$ cat src/rtl/n64_response_scheduler.sv
`default_nettype none
// ============================================================================
// Module   : n64_response_scheduler
// Brief    : Sequences the console reply: turnaround gap, byte triggers, stop
//            bit, and the n64d line-source select.
//            Optional build macro N64_RESP_TIMEOUT_EN adds a busy watchdog.
// Revision : 1.0 - initial release
// ============================================================================
module n64_response_scheduler #(
    parameter int TURNAROUND_CYCLES = 100,
    parameter int TIMEOUT_CYCLES    = 4095
) (
    input  logic        sys_clk,
    input  logic        rst_n,
    input  logic        cmd_valid,
    input  logic [7:0]  cmd,
    input  logic [31:0] ctrl_state,
    input  logic [7:0]  pak_status,
    output logic        byte_trigger,
    output logic [7:0]  tx_byte,
    input  logic        byte_busy,
    output logic        stop_trigger,
    input  logic        stop_busy,
    output logic        sel_stop,
    output logic        active,
    output logic        cmd_dropped
`ifdef N64_RESP_TIMEOUT_EN
    ,
    output logic        timeout_err
`endif
);

    localparam int                 c_gap_w    = $clog2(TURNAROUND_CYCLES + 1);
    localparam logic [c_gap_w-1:0] c_gap_load = c_gap_w'(TURNAROUND_CYCLES - 1);
    localparam logic [c_gap_w-1:0] c_gap_one  = c_gap_w'(1);

    if (TURNAROUND_CYCLES < 1 || TIMEOUT_CYCLES < 1) begin : g_param_check
        $error("n64_response_scheduler: cycle parameters must be >= 1");
    end

    typedef enum logic [2:0] {
        ST_IDLE      = 3'd0,
        ST_GAP       = 3'd1,
        ST_LOAD      = 3'd2,
        ST_ARM       = 3'd3,
        ST_WAIT      = 3'd4,
        ST_STOP_LOAD = 3'd5,
        ST_STOP_ARM  = 3'd6,
        ST_STOP_WAIT = 3'd7
    } state_t;

    state_t             r_state;
    state_t             w_state_next;
    logic [31:0]        r_buf;
    logic [2:0]         r_len;
    logic [2:0]         r_count;
    logic [c_gap_w-1:0] r_gap;
    logic [7:0]         r_tx_byte;
    logic               r_byte_trigger;
    logic               r_stop_trigger;
    logic               r_sel_stop;
    logic               r_active;
    logic               r_cmd_dropped;

    logic               w_cmd_ok;
    logic               w_accept;
    logic [2:0]         w_count_next;
    logic               w_timeout;

    assign w_cmd_ok     = (cmd == 8'h00) || (cmd == 8'h01) || (cmd == 8'hFF);
    assign w_accept     = (r_state == ST_IDLE) && cmd_valid && w_cmd_ok;
    assign w_count_next = r_count + 3'd1;

`ifdef N64_RESP_TIMEOUT_EN
    localparam int                  c_wdog_w    = $clog2(TIMEOUT_CYCLES + 1);
    localparam logic [c_wdog_w-1:0] c_wdog_last = c_wdog_w'(TIMEOUT_CYCLES - 1);
    localparam logic [c_wdog_w-1:0] c_wdog_one  = c_wdog_w'(1);

    logic [c_wdog_w-1:0] r_wdog;
    logic                r_timeout_err;

    // Only a transmitter that is still busy can time out.
    assign w_timeout = ((r_state == ST_WAIT && byte_busy) ||
                        (r_state == ST_STOP_WAIT && stop_busy)) &&
                       (r_wdog == c_wdog_last);

    always_ff @(posedge sys_clk or negedge rst_n) begin
        if (!rst_n) begin
            r_wdog        <= '0;
            r_timeout_err <= 1'b0;
        end else begin
            r_timeout_err <= w_timeout;
            if (r_state == ST_ARM || r_state == ST_STOP_ARM) begin
                r_wdog <= '0;
            end else if (r_state == ST_WAIT || r_state == ST_STOP_WAIT) begin
                r_wdog <= r_wdog + c_wdog_one;
            end
        end
    end

    assign timeout_err = r_timeout_err;
`else
    assign w_timeout = 1'b0;
`endif

    always_ff @(posedge sys_clk or negedge rst_n) begin
        if (!rst_n) begin
            r_state <= ST_IDLE;
        end else begin
            r_state <= w_state_next;
        end
    end

    always_comb begin
        w_state_next = r_state;
        case (r_state)
            ST_IDLE:      if (w_accept) w_state_next = ST_GAP;
            ST_GAP:       if (r_gap == '0) w_state_next = ST_LOAD;
            ST_LOAD:      w_state_next = ST_ARM;
            ST_ARM:       w_state_next = ST_WAIT;
            ST_WAIT: begin
                if (w_timeout) begin
                    w_state_next = ST_IDLE;
                end else if (!byte_busy) begin
                    w_state_next = (w_count_next == r_len) ? ST_STOP_LOAD : ST_LOAD;
                end
            end
            ST_STOP_LOAD: w_state_next = ST_STOP_ARM;
            ST_STOP_ARM:  w_state_next = ST_STOP_WAIT;
            ST_STOP_WAIT: if (w_timeout || !stop_busy) w_state_next = ST_IDLE;
            default:      w_state_next = ST_IDLE;
        endcase
    end

    always_ff @(posedge sys_clk or negedge rst_n) begin
        if (!rst_n) begin
            r_buf          <= '0;
            r_len          <= '0;
            r_count        <= '0;
            r_gap          <= '0;
            r_tx_byte      <= '0;
            r_byte_trigger <= 1'b0;
            r_stop_trigger <= 1'b0;
            r_sel_stop     <= 1'b0;
            r_active       <= 1'b0;
            r_cmd_dropped  <= 1'b0;
        end else begin
            // Anything not accepted in IDLE is reported, including mid-reply commands.
            r_cmd_dropped  <= cmd_valid && !w_accept;
            r_byte_trigger <= 1'b0;
            r_stop_trigger <= 1'b0;
            case (r_state)
                ST_IDLE: begin
                    if (w_accept) begin
                        r_buf    <= (cmd == 8'h01) ? ctrl_state
                                                   : {8'h05, 8'h00, pak_status, 8'h00};
                        r_len    <= (cmd == 8'h01) ? 3'd4 : 3'd3;
                        r_count  <= '0;
                        r_gap    <= c_gap_load;
                        r_active <= 1'b1;
                    end
                end
                ST_GAP: begin
                    if (r_gap != '0) r_gap <= r_gap - c_gap_one;
                end
                ST_LOAD: begin
                    r_tx_byte      <= r_buf[31:24];
                    r_byte_trigger <= 1'b1;
                end
                ST_WAIT: begin
                    if (w_timeout) begin
                        r_active <= 1'b0;
                        r_count  <= '0;
                    end else if (!byte_busy) begin
                        r_buf   <= {r_buf[23:0], 8'h00};
                        r_count <= w_count_next;
                    end
                end
                ST_STOP_LOAD: begin
                    r_sel_stop     <= 1'b1;
                    r_stop_trigger <= 1'b1;
                end
                ST_STOP_WAIT: begin
                    if (w_timeout || !stop_busy) begin
                        r_sel_stop <= 1'b0;
                        r_active   <= 1'b0;
                        r_count    <= '0;
                    end
                end
                default: ;
            endcase
        end
    end

    assign byte_trigger = r_byte_trigger;
    assign tx_byte      = r_tx_byte;
    assign stop_trigger = r_stop_trigger;
    assign sel_stop     = r_sel_stop;
    assign active       = r_active;
    assign cmd_dropped  = r_cmd_dropped;

endmodule
`default_nettype wire

$ cat config.mk
export PLATFORM = sky130hd
export DESIGN_NAME = n64_response_scheduler
export DESIGN_NICKNAME = d
export VERILOG_FILES = /design/src/rtl/n64_response_scheduler.sv
export SDC_FILE = /design/constraint.sdc
export NUM_CORES = 1
export LEC_CHECK = 0
export CAP_MARGIN = 20
export CORE_ASPECT_RATIO = 0.5
export CORE_UTILIZATION = 43
export CTS_CLUSTER_DIAMETER = 60
export DETAILED_ROUTE_END_ITERATION = 16
export GPL_ROUTABILITY_DRIVEN = 0
export PLACE_DENSITY = 0.66
export SYNTH_ARGS = -nofsm -noshare
export SYNTH_HDL_FRONTEND = slang
export SYNTH_SLANG_ARGS = --single-unit
$ cat constraint.sdc
create_clock -name sys_clk -period 2.55 [get_ports sys_clk]
set_input_delay 0.255 -clock sys_clk [delete_from_list [all_inputs] [get_ports sys_clk]]
set_output_delay 0.255 -clock sys_clk [all_outputs]
set_load 0.01 [all_outputs]
==> run_results.csv <==
group,metric,value,unit
sta,worst_slew_pin_slew,0.760,ns
synth,synthesis.nets,338,
grt,grt_pass1_wl,11500,um
grt,grt_usage,0.217,
sta,period_needed,2.20,ns
grt,grt_pass1_vias,2385,
worst_setup_path,crit_fanout,11,
synth,synth.area.top_cells,"dfrtp_1 52%, a21oi_1 4.5%, a22oi_1 3.6%",
detailed_routing,wirelength,6960,um
worst_setup_path,critPathArrivalTime,2.40,ns
finish,n_antenna_cell,0,
die,core-area,6310,um^2
worst_setup_path,start_kind,"register",
hold_path,hold_path_class,"input port to asynchronous set/reset pin",
clock_network,cts_buffers,9,
sta,skew,0.00641,ns
detailed_routing,dr.pass1.iters,5,
synth,synthArstFlopShare,1.00,
pwr,irDropWorstVdd,0.460,mV
detailed_routing,ant_nets,0,
synth,synth-edff-count,0,
pwr,power_density,1020,nW/um^2
finish,area_growth,35.2,%
sta,setup_viol,0,
pwr,power,4020,uW
die,die_h,60.2,um
finish,final_common_cell,"clkdlybuf4s50_1",
grt,antenna_found_initial,0,
detailed_routing,vias_per_cell,5.55,
worst_setup_path,crit_type,"register to register",
finish,register_area,1500,um^2
clock_network,clockBufferDepth,2,
worst_setup_path,required,2.75,ns
clock_network,h-tree-depth,3,
finish,layout_common_cells,"64 x clkdlybuf4s50_1, 60 x dfrtp_1, 26 x a21oi_1, 21 x nor3_1, 17 x nand2_1",
synth,synth_warnings,0,
grt,grt-ovfl-total,0,
die,fp.dieArea,7120,um^2
finish,drive_gt1_frac,0.109,
detailed_routing,drcViolationCount,0,
sta,finalHoldViolCount,0,
placement,port_buffers,65,
die,rows,20,
synth,synthCells,282,
detailed_routing,drt-initial-drc-count,159,
synth,synthFlopType,"dfrtp_1",
synth,avgSynthCellArea,10.3,um^2
sta,rsz0062_at_grt,"false",
synth,yosysTopAreaCell,"dfrtp_1",
clock_network,clk_pin_slew,0.05,ns
synth,ys_seq_area_frac,0.516,
clock_network,clock_tree.root_cell,"clkbuf_16",
pwr,leakage,0.00166,uW
sta,setup_slack,0.353,ns
grt,grt_max_degree,61,
finish,fin_nets,408,
detailed_routing,wire_per_inst,15.6,um
clock_network,postCtsSetupBuffers,0,
placement,pre_cts_ws,0.219,ns
clock_network,clock-sinks,60,
clock_network,tritoncts,"built",
finish,multi_input_area,1310,um^2
die,dieWidth,118,um
sta,fmax,0.455,GHz
finish,n_fill_cell,572,
sta,final.setup.tns,0,ns
synth,synth_top_area_share,0.516,
clock_network,clk_latency,0.32,ns
worst_setup_path,crit_path_end_kind,"register",
clock_network,cts_resized,0,
synth,synth-seq-cells,60,
outcome,status,"completed",
die,io_pins,66,
run,drv_cap,0,
placement,place_hpwl,4940,um
synth,netlist_area,2910,um^2
clock_network,cts_hold_buf,0,
sta,finalCritPeriodShare,0.862,
sta,relSlewSlack,0.493,
die,start_util,0.462,
detailed_routing,vias,2468,
sta,drv_slew,0,
synth,synth.distinct_cells,53,
-- power breakdown --
part | internal, uW | switching [uW] | leakage [uW]
Combinational | 684 | 666 | 0.000811
Sequential | 1330 | 272 | 0.000718
Clock | 680 | 389 | 0.000131
-- routing by layer --
metal	track usage	routed length, um	up-vias
li1	-	-	1186
met1	0.269	3330	1215
met2	0.361	3300	65
met3	0.0668	310	2
met4	0.0886	20	0
met5	0	0	-
-- final timing paths --
path	from	slack, ns	endpoint	cells after the start
worst max-delay path	r_state[1]	0.35	r_state[0]	5
worst min-delay path	rst_n	0.06	r_buf[4]	2
worst max register to register	r_state[1]	0.35	r_state[0]	5
worst min register to register	tx_byte[4]	0.49	tx_byte[4]	1
max in group asynchronous	rst_n	1.96	r_buf[24]	2
min in group sys_clk	tx_byte[4]	0.49	tx_byte[4]	1
-- cell usage after synthesis (8+ instances only) --
master    count
mux2i_1       8
dfrtp_1      60
a21oi_1      26
o21ai_1      14
a22oi_1      14
clkbuf_1      9
a22o_1        8
mux2_1        9
nor3_1       21
mux2_2        8
nor2_1       16
nand2_1      17
-- metrics by stage --
stage | utilization | hold WS (ns) | area [um^2] | instances
floorplan | - | -0.0406 | 2910 | 282
global placement | 0.582 | 0.451 | 3670 | 429
detailed placement | 0.582 | 0.456 | 3670 | 429
CTS | 0.624 | 0.106 | 3940 | 445
global route | 0.624 | 0.165 | 3940 | 445
finish | 0.624 | 0.0646 | 3940 | 445
-- critical path, cell delays in order (launching register included) --
cell	delay, ns
dfrtp_1	0.50
nor3_1	0.36
a21boi_1	0.26
and2_1	0.41
a211o_1	0.19
mux2_1	0.34
-- logic make-up (layout without fill, tap and decap cells) --
group,count (synthesis),after routing,share of synthesized area
muxes,25,25,0.0933
and+or+nand+nor,83,83,0.149
xor gates and xnor gates,2,2,0.00602
buffers and inverters,23,98,0.0344
adders and majority gates,3,3,0.0129
DFF,60,60,0.516
AOI/OAI and AO/OA,86,86,0.189
-- flip-flops by register name, indices dropped and copies added (netlist names) --
register / flops
r_buf: 32
tx_byte: 8
r_gap: 7
r_count: 3
r_state: 3
r_len: 2
active: 1
byte_trigger: 1
cmd_dropped: 1
sel_stop: 1
stop_trigger: 1
-- cell type report --
class | count | share of cell area
clock buffers | 14 | 0.0645
clock inverters | 2 | 0.00254
inverters | 6 | 0.00572
multi-input cells | 199 | 0.333
flip-flops and latches | 60 | 0.381
well taps | 88 | 0.0280
repair buffers | 76 | 0.185
Note: power is estimated with default switching activity, not from simulation.
